### src/rtl/xyz_stim_gen.sv
// xyz_stim_gen: sweeps {x,y,z} through all 8 patterns, checks a_in against x|y|z, counts mismatches
// Ports:
//   clk, rst_n       clock and synchronous active-low reset
//   start, abort     run request (idle/done only) and run cancel (wins over start)
//   a_in             OR result returned by the leaf under test
//   x, y, z, idx     registered stimulus bits and the index of the pattern driven
//   busy, done       run in progress / last run completed
//   err_cnt          saturating mismatch count of the current or last run
// Macro XYZ_STIM_GRAY_EN selects Gray pattern order instead of binary.
module xyz_stim_gen #(
    parameter int HOLD_CYCLES = 4,
    parameter int PASSES      = 1,
    parameter int CNT_W       = 8
) (
    input  logic             clk,
    input  logic             rst_n,
    input  logic             start,
    input  logic             abort,
    input  logic             a_in,
    output logic             x,
    output logic             y,
    output logic             z,
    output logic [2:0]       idx,
    output logic             busy,
    output logic             done,
    output logic [CNT_W-1:0] err_cnt
);
    localparam int HW = HOLD_CYCLES > 1 ? $clog2(HOLD_CYCLES) : 1;
    localparam int PW = PASSES > 1 ? $clog2(PASSES) : 1;
    typedef enum logic [1:0] {IDLE, DRIVE, DONE} state_t;
    state_t state, state_nx;
    logic [HW-1:0] hold;
    logic [PW-1:0] pass;
    logic last_hold, wrap, last_pass, go;
    function automatic logic [2:0] pattern(input logic [2:0] i);
`ifdef XYZ_STIM_GRAY_EN
        return i ^ (i >> 1);
`else
        return i;
`endif
    endfunction
    assign last_hold = hold == HW'(HOLD_CYCLES - 1);
    assign wrap      = last_hold && idx == 3'd7;
    assign last_pass = pass == PW'(PASSES - 1);
    assign go        = start && !abort && state != DRIVE;
    always_ff @(posedge clk) begin
        if (!rst_n) begin
            state   <= IDLE;
            {x, y, z} <= 3'b000;
            idx     <= 3'd0;
            hold    <= '0;
            pass    <= '0;
            err_cnt <= '0;
        end else begin
            state <= state_nx;
            if (abort) begin
                {x, y, z} <= 3'b000;
                idx  <= 3'd0;
                hold <= '0;
                pass <= '0;
            end else if (go) begin
                {x, y, z} <= pattern(3'd0);
                idx     <= 3'd0;
                hold    <= '0;
                pass    <= '0;
                err_cnt <= '0;
            end else if (state == DRIVE) begin
                hold <= last_hold ? '0 : hold + 1'b1;
                if (last_hold) idx <= idx + 3'd1;
                if (wrap) pass <= pass + 1'b1;
                if (last_hold && a_in != (x | y | z) && err_cnt != '1) err_cnt <= err_cnt + 1'b1;
                {x, y, z} <= (wrap && last_pass) ? 3'b000 : last_hold ? pattern(idx + 3'd1) : {x, y, z};
            end
        end
    end
    always_comb begin
        state_nx = abort ? IDLE : go ? DRIVE : (state == DRIVE && wrap && last_pass) ? DONE : state;
    end
    always_comb begin
        busy = state == DRIVE;
        done = state == DONE;
    end
endmodule

### config.mk
export PLATFORM = sky130hd
export DESIGN_NAME = xyz_stim_gen
export DESIGN_NICKNAME = d
export VERILOG_FILES = /design/src/rtl/xyz_stim_gen.sv
export SDC_FILE = /design/constraint.sdc
export NUM_CORES = 1
export LEC_CHECK = 0
export BUFFER_PORTS_ARGS = -buffer_cell sky130_fd_sc_hd__buf_2
export CORE_UTILIZATION = 57
export CTS_BUF_LIST = sky130_fd_sc_hd__clkbuf_8 sky130_fd_sc_hd__clkbuf_16
export CTS_CLUSTER_DIAMETER = 60
export CTS_CLUSTER_SIZE = 40
export DETAILED_ROUTE_END_ITERATION = 6
export GPL_TIMING_DRIVEN = 0
export HOLD_SLACK_MARGIN = 0.12
export PLACE_DENSITY = 0.82
export SLEW_MARGIN = 20
export SYNTH_ARGS = -nofsm -noshare
export SYNTH_HDL_FRONTEND = slang
export SYNTH_SLANG_ARGS = --single-unit
### constraint.sdc
create_clock -name clk -period 4.25 [get_ports clk]
set_input_delay 0.425 -clock clk [delete_from_list [all_inputs] [get_ports clk]]
set_output_delay 0.425 -clock clk [all_outputs]
set_load 0.02 [all_outputs]
* After elaboration in Yosys (flattened, before gate mapping)
Index checks and enable logic that the tools add are counted.
** Word-level totals
- Bits in registers :: 19
- Output and inout port bits :: 16
- Logic and storage cells :: 52
- Input bits :: 5
** Operators by class
- Mux-type cells :: 8
- Add/subtract/negate cells :: 4
- Reduce and logical (&&, ||, !) cells :: 19
- Bitwise logic cells :: 5
- Equality and inequality tests :: 7
** Operators by type and width (count)
- $mux 8 :: 3
- $add 8x1->8 const B :: 1
- $logic_and 1x1->1 :: 8
- $ne 8x8->1 const B :: 1
- $reduce_bool 2->1 :: 4
- $mux 3 :: 2
- $reduce_and 2->1 :: 3
- $eq 2x2->1 const B :: 2
- $add 3x1->3 const B :: 1
- $eq 3x3->1 const B :: 1
- $not 1->1 :: 3
- $reduce_and 3->1 :: 1
- $reduce_or 3->1 :: 1
- $add 2x1->2 const B :: 1
- $eq 2x1->1 const B :: 1
- $mux 1 :: 2
- $mux 2 :: 1
- $ne 2x1->1 const B :: 1
- $or 1x1->1 :: 2
- $reduce_or 2->1 :: 1
- $add 1x1->1 const B :: 1
- $logic_not 1->1 :: 1
- $ne 1x1->1 :: 1

* Logic depth before layout (Yosys ltp)
- Word-level depth :: 8
- Mapped depth :: 7
- Mapped depth without buffers :: 6

* Least setup slack after synthesis
OpenSTA, ideal clock, no wires.
- Path type :: register to register
- Start :: register err_cnt[0]
- End :: register err_cnt[7]
- Path buffers :: 0
- Setup slack :: 2.457 ns
- Period minus slack after synthesis :: 1.793 ns
- Setup time :: 0.122 ns
- Data required time :: 4.128 ns
- Stages on the path, launching flop included :: 6
- Arrival :: 1.671 ns
- Path through :: dfxtp_1 -> ha_1 -> and3_1 -> a2111o_1 -> o21a_1 -> o311a_1
** Between the ends
- Longest elaborated chain between the ends :: 4
- Elaborated cells between the ends (all ways) :: 8
- Those cells by class :: add/sub: 1; eq/ne: 1; mux: 3; reduce/logical: 3
** RTL lines
- from (decl) :: RTL line 26 : output logic [CNT_W-1:0] err_cnt
- from (signal assigned) :: RTL line 71 : if (last_hold && a_in != (x | y | z) && err_cnt != '1) err_cnt <= err_cnt + 1'b1;
- $add 8x1->8 / $ne 8x8->1 (equally long branches) :: RTL line 71
- $mux 8 / $logic_and 1x1->1 (equally long branches) :: RTL line 71
- $mux 8 / $reduce_bool 2->1 (equally long branches)
- $mux 8 / $reduce_and 3->1 (equally long branches)
Several ways; a longest one is shown, not always the timed one. The select of a mux whose other input is x is not followed.
A chain may end at the register's enable or synchronous reset.

* Worst setup path after layout
- Start :: register hold[0]
- End :: register err_cnt[5]
** Between the ends
- Longest elaborated chain between the ends :: 5
** RTL lines
- from (decl) :: RTL line 32 : logic [HW-1:0] hold;
- from (signal assigned) :: RTL line 68 : hold <= last_hold ? '0 : hold + 1'b1;
- $eq 2x2->1 :: RTL line 42 : assign last_hold = hold == HW'(HOLD_CYCLES - 1);
- $logic_and 1x1->1 (2 in series) :: RTL line 71
- $reduce_bool 2->1 (no line)
- $reduce_and 3->1 (no line)
Every way passes these cells.

==> metrics.md <==
| Metric | Value |
|---|---|
| Status | completed |
| Hold Vio Cnt, Final | 0 |
| Worst hold path stage count | 2 |
| Crit path DAT | 2.05 ns |
| Die ar. | ~2000 um2 |
| Cell-internal power | between 200 and 300 uW |
| CTS H-Tree Depth | 1 |
| Post-route ant nets | 0 |
| TritonCTS clock tree | done |
| RSZ-0062 raised after global routing | false |
| CTS hold repair buffers | 0 |
| Crit path depth | 6 |
| Ratio of cells with drive above 1 in the final layout | between 20% and 30% |
| Post-synth EDFFs | 0 |
| Peak VDD IR | between 0.0002 and 0.00025 V |
| Synth async-reset ratio | 0% |
| Power density over the cells | about 270 nW/um2 |
| Crit end category | register |
| Fin crit share | between 40% and 50% |
| Area share of fa/ha/maj cells after synthesis | 4.860% |
| Post-synthesis simple-gate area fraction | between 20% and 30% |
| Depth of the most critical reg-to-reg path | 6 |
| Bufs and invs on worst path | 1 |
| DR vias/cell | about 6 |
| Core area | ~1600 um2 |
| Worst stage delay on the critical path | approximately 0.52 ns |
| Final wirelength | 2228 um |
| Total GRT Usage | between 20 and 30% |
| GP Congestion | between 0.7 and 0.8 |
| Mux contribution to synthesized area | less than 1% |
| Clock Latency Late Sink | around 0.26 ns |
| DR vias | 961 |
| Slew Viols, Final | 0 |
| Num rows | 14 |
| Die width | roughly 45 um |
| Worst slew margin | 69.63% |
| Worst-path clk slew | 0.08 ns |
| Max Fanout on Critical Path | 9 |
| Initial antenna violation count | 0 |
| Post-Route Utilization | between 70% and 80% |
| Compound-cell area share of the yosys netlist | a little over a fifth |
| Largest family of logic cells by synthesized area | simple AND/OR/NAND/NOR gates |
| Tmin final | 1.881 ns |
| Switching Share | 23.62% |
| IO Pins | 21 |
| Least-Margin Pin Slew | ~0.45 ns |
| Placed cells | between 150 and 200 |
| Layout Skew | around 0.0065 ns |
| Synth cell types | 39 |
| Yosys warns | 0 |
| Post-Place Cell Area | roughly 1200 um2 |
| Main synth FF type | dfxtp_1 |
| Grt ovf | 0 |
| Largest net degree at the start of global routing | 13 |
| Most frequent cells in the layout | buf_2 (20), dfxtp_1 (19), nand2_1 (18) |
| Fin area | 1209 um2 |
| Endpoints failing setup | 0 |
| Critical path's top delay family | simple AND/OR/NAND/NOR gates |
| Static leakage | ~0.00047 uW |
| Startpoint types | register |
| Post-Synth XOR/XNOR Area | 0.8505% |
| Synthesis-to-finish area growth | 17.38% |
| Required time of the critical path | 4.42 ns |
| Synth area leaders | dfxtp_1 (37%), nand2_1 (6.6%), ha_1 (4.9%) |
| Clock buffer depth | 2 |
| Initial DRC Count | 16 |
| Post-route insts no fill | approximately 160 |
| Root buf cell | clkbuf_8 |
| Synth top area share | about 37% |
| Max-Cap Viols | 0 |
| Mapped Area | between 1000 and 1500 um2 |
| Register area share after synthesis | approximately 37% |
| Combinational power share | between 5 and 6% |
| Avg Inst Size Synth | about 8.9 um2 |
| # DRC | 0 |
| CP cell instances | ha_1, and3b_1, buf_6, nand3_4, or4_1, a221oi_1 |
| Antenna cells | 0 |
| Sequential Power Share | 54.3% |
| Clock power frac | between 40% and 50% |
| Vias in the first global route | 854 |
| Post-CTS setup buffer count | 0 |
| CP max-delay cell | or4_1 |
| Commonest non-fill, non-tap cell in the layout | buf_2 |
| FMAX | between 500 and 600 MHz |
| Post-synth net total | 125 |
| Starting Density | roughly 65% |
| Cts repair resizes | 0 |
| Drt wl/cell | about 14 um |
| HPWL Detailed | between 1500 and 2000 um |
| CTS sink count | 19 |
| CTS buffer count | 3 |
| Hold Path Class | in -> reg |
| PortBufs | 20 |
| Die height | between 40 and 50 um |
| Kind of critical path | reg -> reg |
| Fin Setup TNS | 0 ns |
| First-pass GRT wire length | around 3700 um |
| Yosys top cell by area | dfxtp_1 |
| Pre-antenna DRT Iters | 4 |
| Final #Nets | 150 |
| Net load switching power | roughly 78 uW |
| Cells after Synth | between 100 and 150 |
| Synth Register Bits | 19 |
## through the flow
step / setup slack [ns] / power, uW / hold slack, ns
global route: 2.236 / 340.9 / 0.4264
CTS: 2.354 / 332.5 / 0.4176
detailed placement: 2.381 / 201.0 / 0.4797
global placement: 2.442 / 200.9 / 0.4574
finish: 2.369 / 329.6 / 0.4191
floorplan: 2.457 / 195.0 / 0.4446
## worst reg2reg max path, stage by stage, from the launching register on
cell and delay [ns]:
dfxtp_1 0.36, ha_1 0.20, and3b_1 0.18, buf_6 0.14
nand3_4 0.10, or4_1 0.52, a221oi_1 0.28
## sequential cells by signal, summed over array words and instances (netlist names)
name / flops
y: 1
state: 2
err_cnt: 8
x: 1
idx: 3
pass: 1
hold: 2
z: 1
## cell usage after synthesis, types with 2 or more instances
cell      instances
ha_1              4
o21ai_0           3
dfxtp_1          19
nor3_1            2
o211ai_1          4
inv_1             5
a21oi_1           8
nor2_1            7
buf_6             2
nand3_1           5
nand2_1          18
a31oi_1           4
nand3b_1          2
nand2b_1          3
o311a_1           2
or4_1             5
## final cells by class
| class | instances | area [um2] |
|---|---|---|
| tap | 24 | 30.03 |
| clock buffer | 3 | 41.29 |
| inverter | 5 | 18.77 |
| clock inverter | 1 | 7.507 |
| multi-input combinational | 88 | 581.8 |
| sequential | 19 | 380.4 |
| fill | 128 | 385.4 |
| buffer | 4 | 48.80 |
| timing repair buffer | 20 | 100.1 |
## path summary, 6_finish.rpt
path	from	end	slack (ns)
max	hold[0]$_SDFFE_PP0P_	err_cnt[5]$_SDFFE_PN0P_	2.37
min	rst_n	err_cnt[7]$_SDFFE_PN0P_	0.42
max reg2reg	hold[0]$_SDFFE_PP0P_	err_cnt[5]$_SDFFE_PN0P_	2.37
min reg2reg	idx[2]$_SDFFE_PP0P_	idx[2]$_SDFFE_PP0P_	0.49
## metal layers
metal	track usage, %	vias up	share of wire, %
li1	-	489	-
met1	33.17	428	47
met2	41.47	39	45
met3	4.898	5	6.5
met4	11.52	0	1.7
met5	0	-	0
## power groups by stage
stage / Sequential [uW] / Combinational (uW) / Clock, uW
after detailed placement: 183 / 17.7 / 0
after global routing: 179 / 19.6 / 142
after floorplan: 183 / 11.8 / 0
after global placement: 183 / 17.6 / 0
after CTS: 179 / 17.8 / 136
final: 179 / 18.1 / 132
## cell families (layout without fill, tap and decap cells)
| group | Yosys count | in the layout |
|---|---|---|
| XOR/XNOR | 1 | 1 |
| buffers and inverters | 9 | 33 |
| AO/OA/AOI/OAI | 30 | 30 |
| AND/OR/NAND/NOR | 52 | 52 |
| multiplexers | 1 | 1 |
| flip-flops | 19 | 19 |
| adder cells (fa/ha/maj) | 4 | 4 |
Note: power is estimated with default switching activity, not from simulation.
